--- config.mk ---
export PLATFORM = sky130hd
export DESIGN_NAME = header_rx_assembler_flat
export DESIGN_NICKNAME = d
export VERILOG_FILES = /design/src/rtl/header_rx_assembler_if.sv /design/src/rtl/header_rx_assembler.sv /design/src/flat_wrapper.sv
export SDC_FILE = /design/constraint.sdc
export NUM_CORES = 2
export LEC_CHECK = 0
export BUFFER_PORTS_ARGS = -buffer_cell sky130_fd_sc_hd__buf_2
export CAP_MARGIN = 5
export CORE_MARGIN = 2
export CORE_UTILIZATION = 61
export DETAILED_ROUTE_END_ITERATION = 6
export PLACE_DENSITY = 0.84
export SETUP_SLACK_MARGIN = 0.02
export SLEW_MARGIN = 0
export SYNTH_ARGS = -nofsm -noshare
export SYNTH_HDL_FRONTEND = slang
export SYNTH_SLANG_ARGS = --single-unit
export TNS_END_PERCENT = 20
--- constraint.sdc ---
create_clock -name clock -period 4.15 [get_ports clock]
set_input_delay 0.83 -clock clock [delete_from_list [all_inputs] [get_ports clock]]
set_output_delay 0.83 -clock clock [all_outputs]
set_load 0.05 [all_outputs]
--- src/rtl/header_rx_assembler_if.sv ---
// Byte-receive and header-publish signals between uart_core, the assembler and minerControl.
// Latency: none, wiring only.
// Backpressure: hdr_ready is a level from the consumer; the byte side has no backpressure.
interface header_rx_assembler_if #(
  parameter int unsigned HDR_BITS = 640
);
  logic [7:0]          rx_data;
  logic                rx_valid;
  logic                hdr_ready;
  logic [HDR_BITS-1:0] block_header;
  logic                header_valid;
  logic                rx_busy;
  logic                frame_error;
  logic [31:0]         byte_count;

  // Byte source / header consumer side.
  modport master (
    output rx_data, rx_valid, hdr_ready,
    input  block_header, header_valid, rx_busy, frame_error, byte_count
  );

  // Assembler side.
  modport slave (
    input  rx_data, rx_valid, hdr_ready,
    output block_header, header_valid, rx_busy, frame_error, byte_count
  );
endinterface

--- src/rtl/header_rx_assembler.sv ---
// Assembles UART bytes into a double-buffered 640-bit block header; optional XOR checksum via HDR_CHECKSUM_EN.
// Latency: header published one cycle after the strobe of the last frame byte.
// Backpressure: none on bytes; a byte arriving while an unaccepted header is held is dropped with frame_error.
module header_rx_assembler #(
  parameter int unsigned HEADER_BYTES   = 80,
  parameter int unsigned TIMEOUT_CYCLES = 50_000_000
) (
  input logic                   clock,
  input logic                   reset,
  header_rx_assembler_if.slave  bus
);

  localparam int unsigned HDR_BITS = 8 * HEADER_BYTES;
  localparam int unsigned IDX_W    = $clog2(HEADER_BYTES + 2);
  localparam int unsigned TO_W     = $clog2(TIMEOUT_CYCLES + 1);
  localparam logic [IDX_W-1:0] IDX_PAYLOAD = IDX_W'(HEADER_BYTES);
  localparam logic [TO_W-1:0]  TO_LAST     = TO_W'(TIMEOUT_CYCLES - 1);

  typedef enum logic [1:0] {
    IDLE = 2'd0,
    RECV = 2'd1,
    DONE = 2'd2
  } state_t;

  state_t              state_q, state_d;
  logic [HDR_BITS-1:0] shreg_q, shreg_d;
  logic [IDX_W-1:0]    idx_q, idx_d;
  logic [TO_W-1:0]     to_cnt_q, to_cnt_d;
  logic [HDR_BITS-1:0] block_header_q, block_header_d;
  logic                header_valid_q, header_valid_d;
  logic                rx_busy_q, rx_busy_d;
  logic                frame_error_q, frame_error_d;
  logic [31:0]         byte_count_q, byte_count_d;
`ifdef HDR_CHECKSUM_EN
  logic [7:0]          chk_q, chk_d;
  logic [7:0]          chk_base;
`endif

  logic                start_byte;
  logic                cont_byte;
  logic [IDX_W-1:0]    idx_base;
  logic [HDR_BITS+7:0] shreg_ext;

  // Next-state, shift register, publish and error decisions.
  always_comb begin
    state_d        = state_q;
    shreg_d        = shreg_q;
    idx_d          = idx_q;
    to_cnt_d       = to_cnt_q;
    block_header_d = block_header_q;
    header_valid_d = header_valid_q;
    frame_error_d  = 1'b0;
    byte_count_d   = byte_count_q;
    start_byte     = 1'b0;
    cont_byte      = 1'b0;
    idx_base       = '0;
    shreg_ext      = {shreg_q, bus.rx_data};
`ifdef HDR_CHECKSUM_EN
    chk_d          = chk_q;
    chk_base       = '0;
`endif

    case (state_q)
      IDLE: begin
        if (bus.rx_valid) start_byte = 1'b1;
      end
      RECV: begin
        if (bus.rx_valid) begin
          cont_byte = 1'b1;
        end else if (to_cnt_q == TO_LAST) begin
          // Sender went quiet mid-frame: drop the partial frame.
          state_d       = IDLE;
          idx_d         = '0;
          to_cnt_d      = '0;
          frame_error_d = 1'b1;
        end else begin
          to_cnt_d = to_cnt_q + 1'b1;
        end
      end
      DONE: begin
        if (bus.hdr_ready) begin
          header_valid_d = 1'b0;
          state_d        = IDLE;
          // A byte coinciding with the accept opens the next frame.
          if (bus.rx_valid) start_byte = 1'b1;
        end else if (bus.rx_valid) begin
          // Overrun: published header still unaccepted, byte is lost.
          frame_error_d = 1'b1;
        end
      end
      default: state_d = IDLE;
    endcase

    if (cont_byte) begin
      idx_base = idx_q;
`ifdef HDR_CHECKSUM_EN
      chk_base = chk_q;
`endif
    end

    if (start_byte || cont_byte) begin
      byte_count_d = byte_count_q + 32'd1;
      to_cnt_d     = '0;
`ifdef HDR_CHECKSUM_EN
      if (idx_base == IDX_PAYLOAD) begin
        // Trailing checksum byte: never shifted into the header.
        idx_d = '0;
        chk_d = '0;
        if (bus.rx_data == chk_base) begin
          block_header_d = shreg_q;
          header_valid_d = 1'b1;
          state_d        = DONE;
        end else begin
          frame_error_d = 1'b1;
          state_d       = IDLE;
        end
      end else begin
        shreg_d = shreg_ext[HDR_BITS-1:0];
        chk_d   = chk_base ^ bus.rx_data;
        idx_d   = idx_base + 1'b1;
        state_d = RECV;
      end
`else
      shreg_d = shreg_ext[HDR_BITS-1:0];
      if (idx_base + 1'b1 == IDX_PAYLOAD) begin
        block_header_d = shreg_ext[HDR_BITS-1:0];
        header_valid_d = 1'b1;
        idx_d          = '0;
        state_d        = DONE;
      end else begin
        idx_d   = idx_base + 1'b1;
        state_d = RECV;
      end
`endif
    end

    rx_busy_d = (state_d == RECV);
  end

  // State and datapath registers with synchronous reset.
  always_ff @(posedge clock) begin
    if (reset) begin
      state_q        <= IDLE;
      shreg_q        <= '0;
      idx_q          <= '0;
      to_cnt_q       <= '0;
      block_header_q <= '0;
      header_valid_q <= 1'b0;
      rx_busy_q      <= 1'b0;
      frame_error_q  <= 1'b0;
      byte_count_q   <= '0;
`ifdef HDR_CHECKSUM_EN
      chk_q          <= '0;
`endif
    end else begin
      state_q        <= state_d;
      shreg_q        <= shreg_d;
      idx_q          <= idx_d;
      to_cnt_q       <= to_cnt_d;
      block_header_q <= block_header_d;
      header_valid_q <= header_valid_d;
      rx_busy_q      <= rx_busy_d;
      frame_error_q  <= frame_error_d;
      byte_count_q   <= byte_count_d;
`ifdef HDR_CHECKSUM_EN
      chk_q          <= chk_d;
`endif
    end
  end

  assign bus.block_header = block_header_q;
  assign bus.header_valid = header_valid_q;
  assign bus.rx_busy      = rx_busy_q;
  assign bus.frame_error  = frame_error_q;
  assign bus.byte_count   = byte_count_q;

endmodule

--- src/flat_wrapper.sv ---
// flat-port wrapper written by rule: the top's interface ports become plain ports
module header_rx_assembler_flat 
#(
  parameter int unsigned HEADER_BYTES   = 80,
  parameter int unsigned TIMEOUT_CYCLES = 50_000_000
)
  (clock, reset, bus_rx_data, bus_rx_valid, bus_hdr_ready, bus_block_header, bus_header_valid, bus_rx_busy, bus_frame_error, bus_byte_count);
  header_rx_assembler_if #(.HDR_BITS(640)) bus_i ();
  input logic clock;
  input logic reset;
  input wire logic [$bits(bus_i.rx_data)-1:0] bus_rx_data;
  input wire logic [$bits(bus_i.rx_valid)-1:0] bus_rx_valid;
  input wire logic [$bits(bus_i.hdr_ready)-1:0] bus_hdr_ready;
  output wire logic [$bits(bus_i.block_header)-1:0] bus_block_header;
  output wire logic [$bits(bus_i.header_valid)-1:0] bus_header_valid;
  output wire logic [$bits(bus_i.rx_busy)-1:0] bus_rx_busy;
  output wire logic [$bits(bus_i.frame_error)-1:0] bus_frame_error;
  output wire logic [$bits(bus_i.byte_count)-1:0] bus_byte_count;
  assign bus_i.rx_data = bus_rx_data;
  assign bus_i.rx_valid = bus_rx_valid;
  assign bus_i.hdr_ready = bus_hdr_ready;
  assign bus_block_header = bus_i.block_header;
  assign bus_header_valid = bus_i.header_valid;
  assign bus_rx_busy = bus_i.rx_busy;
  assign bus_frame_error = bus_i.frame_error;
  assign bus_byte_count = bus_i.byte_count;
  header_rx_assembler #(.HEADER_BYTES(HEADER_BYTES), .TIMEOUT_CYCLES(TIMEOUT_CYCLES)) u_core (.clock(clock), .reset(reset), .bus(bus_i));
endmodule
# Word-level counts from Yosys, hierarchy flattened
# Index checks and enable logic that the tools add are counted.
# classes
add_sub_neg	3
n_reduce_logical	8
muxes	25
eq_ne	6
bitwise_logic	1
# op_table
op	n
$mux W7	6
$add A32 B1 Y32 const B	1
$add A26 B1 Y26 const B	1
$eq A26 B26 Y1 const B	1
$mux W26	1
$mux W1	10
$mux W2	5
$add A7 B1 Y7 const B	1
$eq A7 B7 Y1 const B	1
$pmux W2 S3	1
$eq A2 B1 Y1 const B	2
$pmux W1 S2	2
$reduce_and A2 Y1	2
$reduce_bool A2 Y1	2
$reduce_and A3 Y1	1
$eq A2 B2 Y1 const B	1
$logic_not A2 Y1	1
$ne A2 B1 Y1 const B	1
$reduce_or A2 Y1	1
$logic_or A1 B1 Y1	1
$not A1 Y1	1
# totals
elab_cells	52
inputBits	12
ff_bits	1342
output_inout_bits	675

# Logic depth before layout (Yosys ltp)
# logic_depth
depth_word	8
ltp_mapped	13
ltp_nobuf	9

# Worst setup path after synthesis
# Ideal clock, no wire load.
# synth_timing
path_type	input-to-reg
start	input port bus_rx_valid
end	register u_core.block_header_q[533], in the netlist u_core.bus.block_header[533]
arrival_ns	2.579
setup_ns	0.132
path_slack_ns	1.439
t_required_ns	4.018
cell_stages	11
path_buffers	4
path_cell_list	clkbuf_1 and3_1 ha_1 nand2_1 nor4b_1 o21ai_1 buf_2 buf_2 buf_2 nand2_1 a21oi_1
# synth_between
elab_chain_len	6
word_cells_on_any_way	9
# synth_lines
element	line_no	source
from (decl)	flat_wrapper.sv:12	input wire logic [$bits(bus_i.rx_valid)-1:0] bus_rx_valid;
$mux W1 (*)	header_rx_assembler.sv:65, header_rx_assembler.sv:68, header_rx_assembler.sv:85	
$mux W1	header_rx_assembler.sv:63	case (state_q)
$mux W7	header_rx_assembler.sv:94	if (cont_byte) begin
$add A7 B1 Y7	header_rx_assembler.sv:125	if (idx_base + 1'b1 == IDX_PAYLOAD) begin
$eq A7 B7 Y1	header_rx_assembler.sv:125	
$reduce_and A2 Y1 (no source line) (*)	--	
to (signal assigned)	header_rx_assembler.sv:160	block_header_q <= block_header_d;
to (decl)	header_rx_assembler.sv:29	logic [HDR_BITS-1:0] block_header_q, block_header_d;
# Every way passes the cells marked *; elsewhere a longest branch is shown, timed or not.
# A chain may end at the register's enable or synchronous reset.

# Final worst setup path
# layout_timing
start	register u_core.state_q[1]
end	register u_core.block_header_q[52], in the netlist u_core.bus.block_header[52]
# layout_between
elab_chain_len	6
word_cells_on_any_way	10
# layout_lines
element	line_no	source
from (decl)	header_rx_assembler.sv:25	state_t state_q, state_d;
from (signal assigned)	header_rx_assembler.sv:156	state_q <= state_d;
$eq A2 B1 Y1	header_rx_assembler.sv:63	
$mux W1	header_rx_assembler.sv:63	
$mux W7	header_rx_assembler.sv:94	
$add A7 B1 Y7	header_rx_assembler.sv:125	
$eq A7 B7 Y1	header_rx_assembler.sv:125	
$reduce_and A2 Y1 (no source line) (*)	--	
# Marked as above.

==> metrics.txt <==
Syn Area/Cell=7.89 sq um; initial antenna violation count=3; CP required=between 4 and 5 ns; largest net degree at the start of global routing=approximately 240; number of max-cap violations=0; hold slack final=slightly above 0.4 ns; die area=roughly 80000 sq um; placed wire-length estimate=82.5 mm; CTS Root Cell=clkbuf_16; ANT cells=0; hold_sp=bus_rx_data[4]; PortBufs=just under 700; worst-case reg-to-reg path depth=11; Post-synth EDFFs=0; Max transition margin=0.149; status=finished, final reports clean; cell internal pwr=between 20000 and 25000 uW; clock sink total=between 1000 and 1500; initial core utilization=0.615; Mapped Cells=5918; CTS clk-pin slew, worst paths=0.06 ns; Layout area overhead=17.4%; FP Rows=101; Sequential Power Share=0.499; sw frac=0.219; Slew Limit Fails=0; vias in the first global route=roughly 38000; placed insts=between 7000 and 8000; min cycle time layout=between 3 and 4 ns; Yosys reg bits=between 1000 and 1500; pwr dens=~470 nW/um^2; Initial DRT Pass Iterations=6; min-delay worst type=in2reg; global-route wire length before repair=about 200 mm; critical path type=reg2reg; vias per inst=5.64; die extent in x=about 280 microns; main flop type after synthesis=dfxtp_1; commonest cells after routing, fill and taps aside=2530 x nand2_1, 1342 x dfxtp_1, 1264 x a21oi_1, 685 x buf_2, 133 x clkbuf_16; initial detailed-routing violation count=around 4300; crit path max fanout=between 150 and 200; power share of the clock group=0.472; LEAKAGE=between 0.02 and 0.025 uW; CTS tree=yes; Post-CTS Repair Setup Buffers=0; Ports=approximately 690; total CTS buffers=132; via count=~42000; worst-margin pin slew=1.28 ns; post-synthesis cell type count=52; remaining antenna violation count after routing=0; most common cell after layout, fill and taps aside=nand2_1; Max Fclk=about 0.29 GHz; final setup TNS=0 ns; Finished Layout Cells=between 7000 and 8000; clk_skew=about 0.032 ns; worst setup path startpoint=u_core.state_q[1]; final worst-path cycle share=0.839; clock latency on the worst-skew pair=just over 0.7 ns; Hold-fix buffers, CTS=0; post-cts gate resize count=0; Critical Path AT=around 4 ns; Synth Cell Area=around 47000 sq um; ys async rst share=0; Tot GR Track Use=0.315; startpoint types=flip-flop; hold path depth=3; DRC viols=0; post-DR wirelength/cell=between 15 and 20 microns; unrepaired setup endpoints after global routing=no; Nets=between 6000 and 7000; Worst R2R Setup Slack=about 0.67 ns; CP endpoint kind=flip-flop; Final Setup Violations=0; CORE AREA=between 70000 and 80000 sq um; Detailed Route WL=130 mm; Critical R2R Launch=u_core.state_q[1]; combinational share of power=0.029; H-tree depth=4; Synth Net Count=roughly 6000; GRT overflow=0; synth warn=0; Worst VDD drop=about 0.37 mV; Die Ht=approximately 280 microns; clock buffer depth=3; sequential area share after synthesis=0.576; Final Hold Viols=0; routability cong.=0.872; R2R Path End=u_core.bus.block_header[52]; Hold Path Sink=u_core.shreg_q[4]; Psw=5670 uW; share of layout cells above drive strength 1=0.151
## power groups by stage
stage / clock network, uW / registers [uW] / logic (uW)
6_report: 12200 / 12900 / 744
5_1_grt: 12800 / 12900 / 802
4_1_cts: 12300 / 12900 / 737
3_5_place_dp: 0 / 13200 / 735
3_3_place_gp: 0 / 13200 / 737
2_1_floorplan: 0 / 13200 / 527
## cell type report
| class | instances | area (sq um) |
|---|---|---|
| Clock buffer | 189 | 3820 |
| Clock inverter | 47 | 622 |
| Fill cell | 5662 | 21000 |
| Inverter | 8 | 30.0 |
| Multi-Input combinational cell | 4129 | 17900 |
| Sequential cell | 1342 | 26900 |
| Tap cell | 978 | 1220 |
| Timing Repair Buffer | 745 | 4270 |
## synth_stat cells (2+ instances only)
master	number	area share
clkbuf_1	295	0.024
ha_1	7	0.0019
or4_1	2	0.00032
xor2_1	31	0.0058
a211o_1	2	0.00038
o21ai_0	3	0.00032
nor2b_1	4	0.00054
and2_1	5	0.00067
buf_2	132	0.014
nor4_4	2	0.00091
buf_1	2	0.00016
a211oi_1	3	0.00048
nand2b_1	3	0.00040
o21a_1	2	0.00032
a21oi_1	1264	0.14
nand4_1	29	0.0039
nor3_1	55	0.0059
inv_1	8	0.00064
buf_4	10	0.0016
nor2_1	84	0.0068
and4_2	2	0.00043
nand4b_1	2	0.00038
nor4b_1	4	0.00075
xnor2_1	20	0.0038
and4_1	7	0.0013
nor4_1	5	0.00067
nand3_1	29	0.0031
or2_2	2	0.00027
nand2_1	2531	0.20
and3_1	10	0.0013
dfxtp_1	1342	0.58
## per-layer routing
metal | vias up | GRT usage | wire length, microns
li1 | 20000 | - | -
met1 | 19800 | 0.408 | 52000
met2 | 1733 | 0.500 | 60500
met3 | 338 | 0.0640 | 11200
met4 | 6 | 0.161 | 6440
met5 | - | 0 | 33
## through the flow
stage	instance area (sq um)	worst slack [ns]	utilization	total power [uW]
after floorplan	46700	1.44	-	13700
after global placement	50300	0.625	0.664	13900
after detailed placement	50300	0.569	0.664	13900
after CTS	54800	0.759	0.722	25900
after global routing	54800	0.387	0.722	26500
final	54800	0.668	0.722	25900
## kinds of logic (layout without fill, tap and decap cells)
kind of cell               Yosys count  in the layout  share of synthesized area
DFF                               1342           1342                      0.576
and+or+nand+nor                   2788           2788                      0.234
adders and majority gates            7              7                    0.00188
muxes                                1              1                   0.000241
xor gates and xnor gates            51             51                    0.00957
AOI/OAI and AO/OA                 1282           1282                      0.138
buffers and inverters              447            989                     0.0403
## worst max-delay path, cell delays in order (launching register included)
cell and delay (ns):
dfxtp_1 0.36, inv_1 0.12, ha_1 0.34, and3_1 0.25
ha_1 0.25, nand2_1 0.08, nor4b_1 0.65, o21ai_4 0.17
buf_12 0.21, buf_12 0.18, nand2_1 0.29, a21oi_1 0.10
## state kept, by name (all words and copies together) (netlist names)
register / count
u_core.bus.block_header: 640
u_core.bus.byte_count: 32
u_core.bus.frame_error: 1
u_core.bus.header_valid: 1
u_core.bus.rx_busy: 1
u_core.idx_q: 7
u_core.shreg_q: 632
u_core.state_q: 2
u_core.to_cnt_q: 26
## worst max path at each step
stage                                   end  depth (start not counted)
5_1_grt         u_core.bus.block_header[55]                         11
6_report        u_core.bus.block_header[52]                         11
3_5_place_dp    u_core.bus.block_header[48]                         10
2_1_floorplan  u_core.bus.block_header[533]                         11
4_1_cts         u_core.bus.block_header[33]                         11
3_3_place_gp    u_core.bus.block_header[55]                         10
Note: power is estimated with default switching activity, not from simulation.
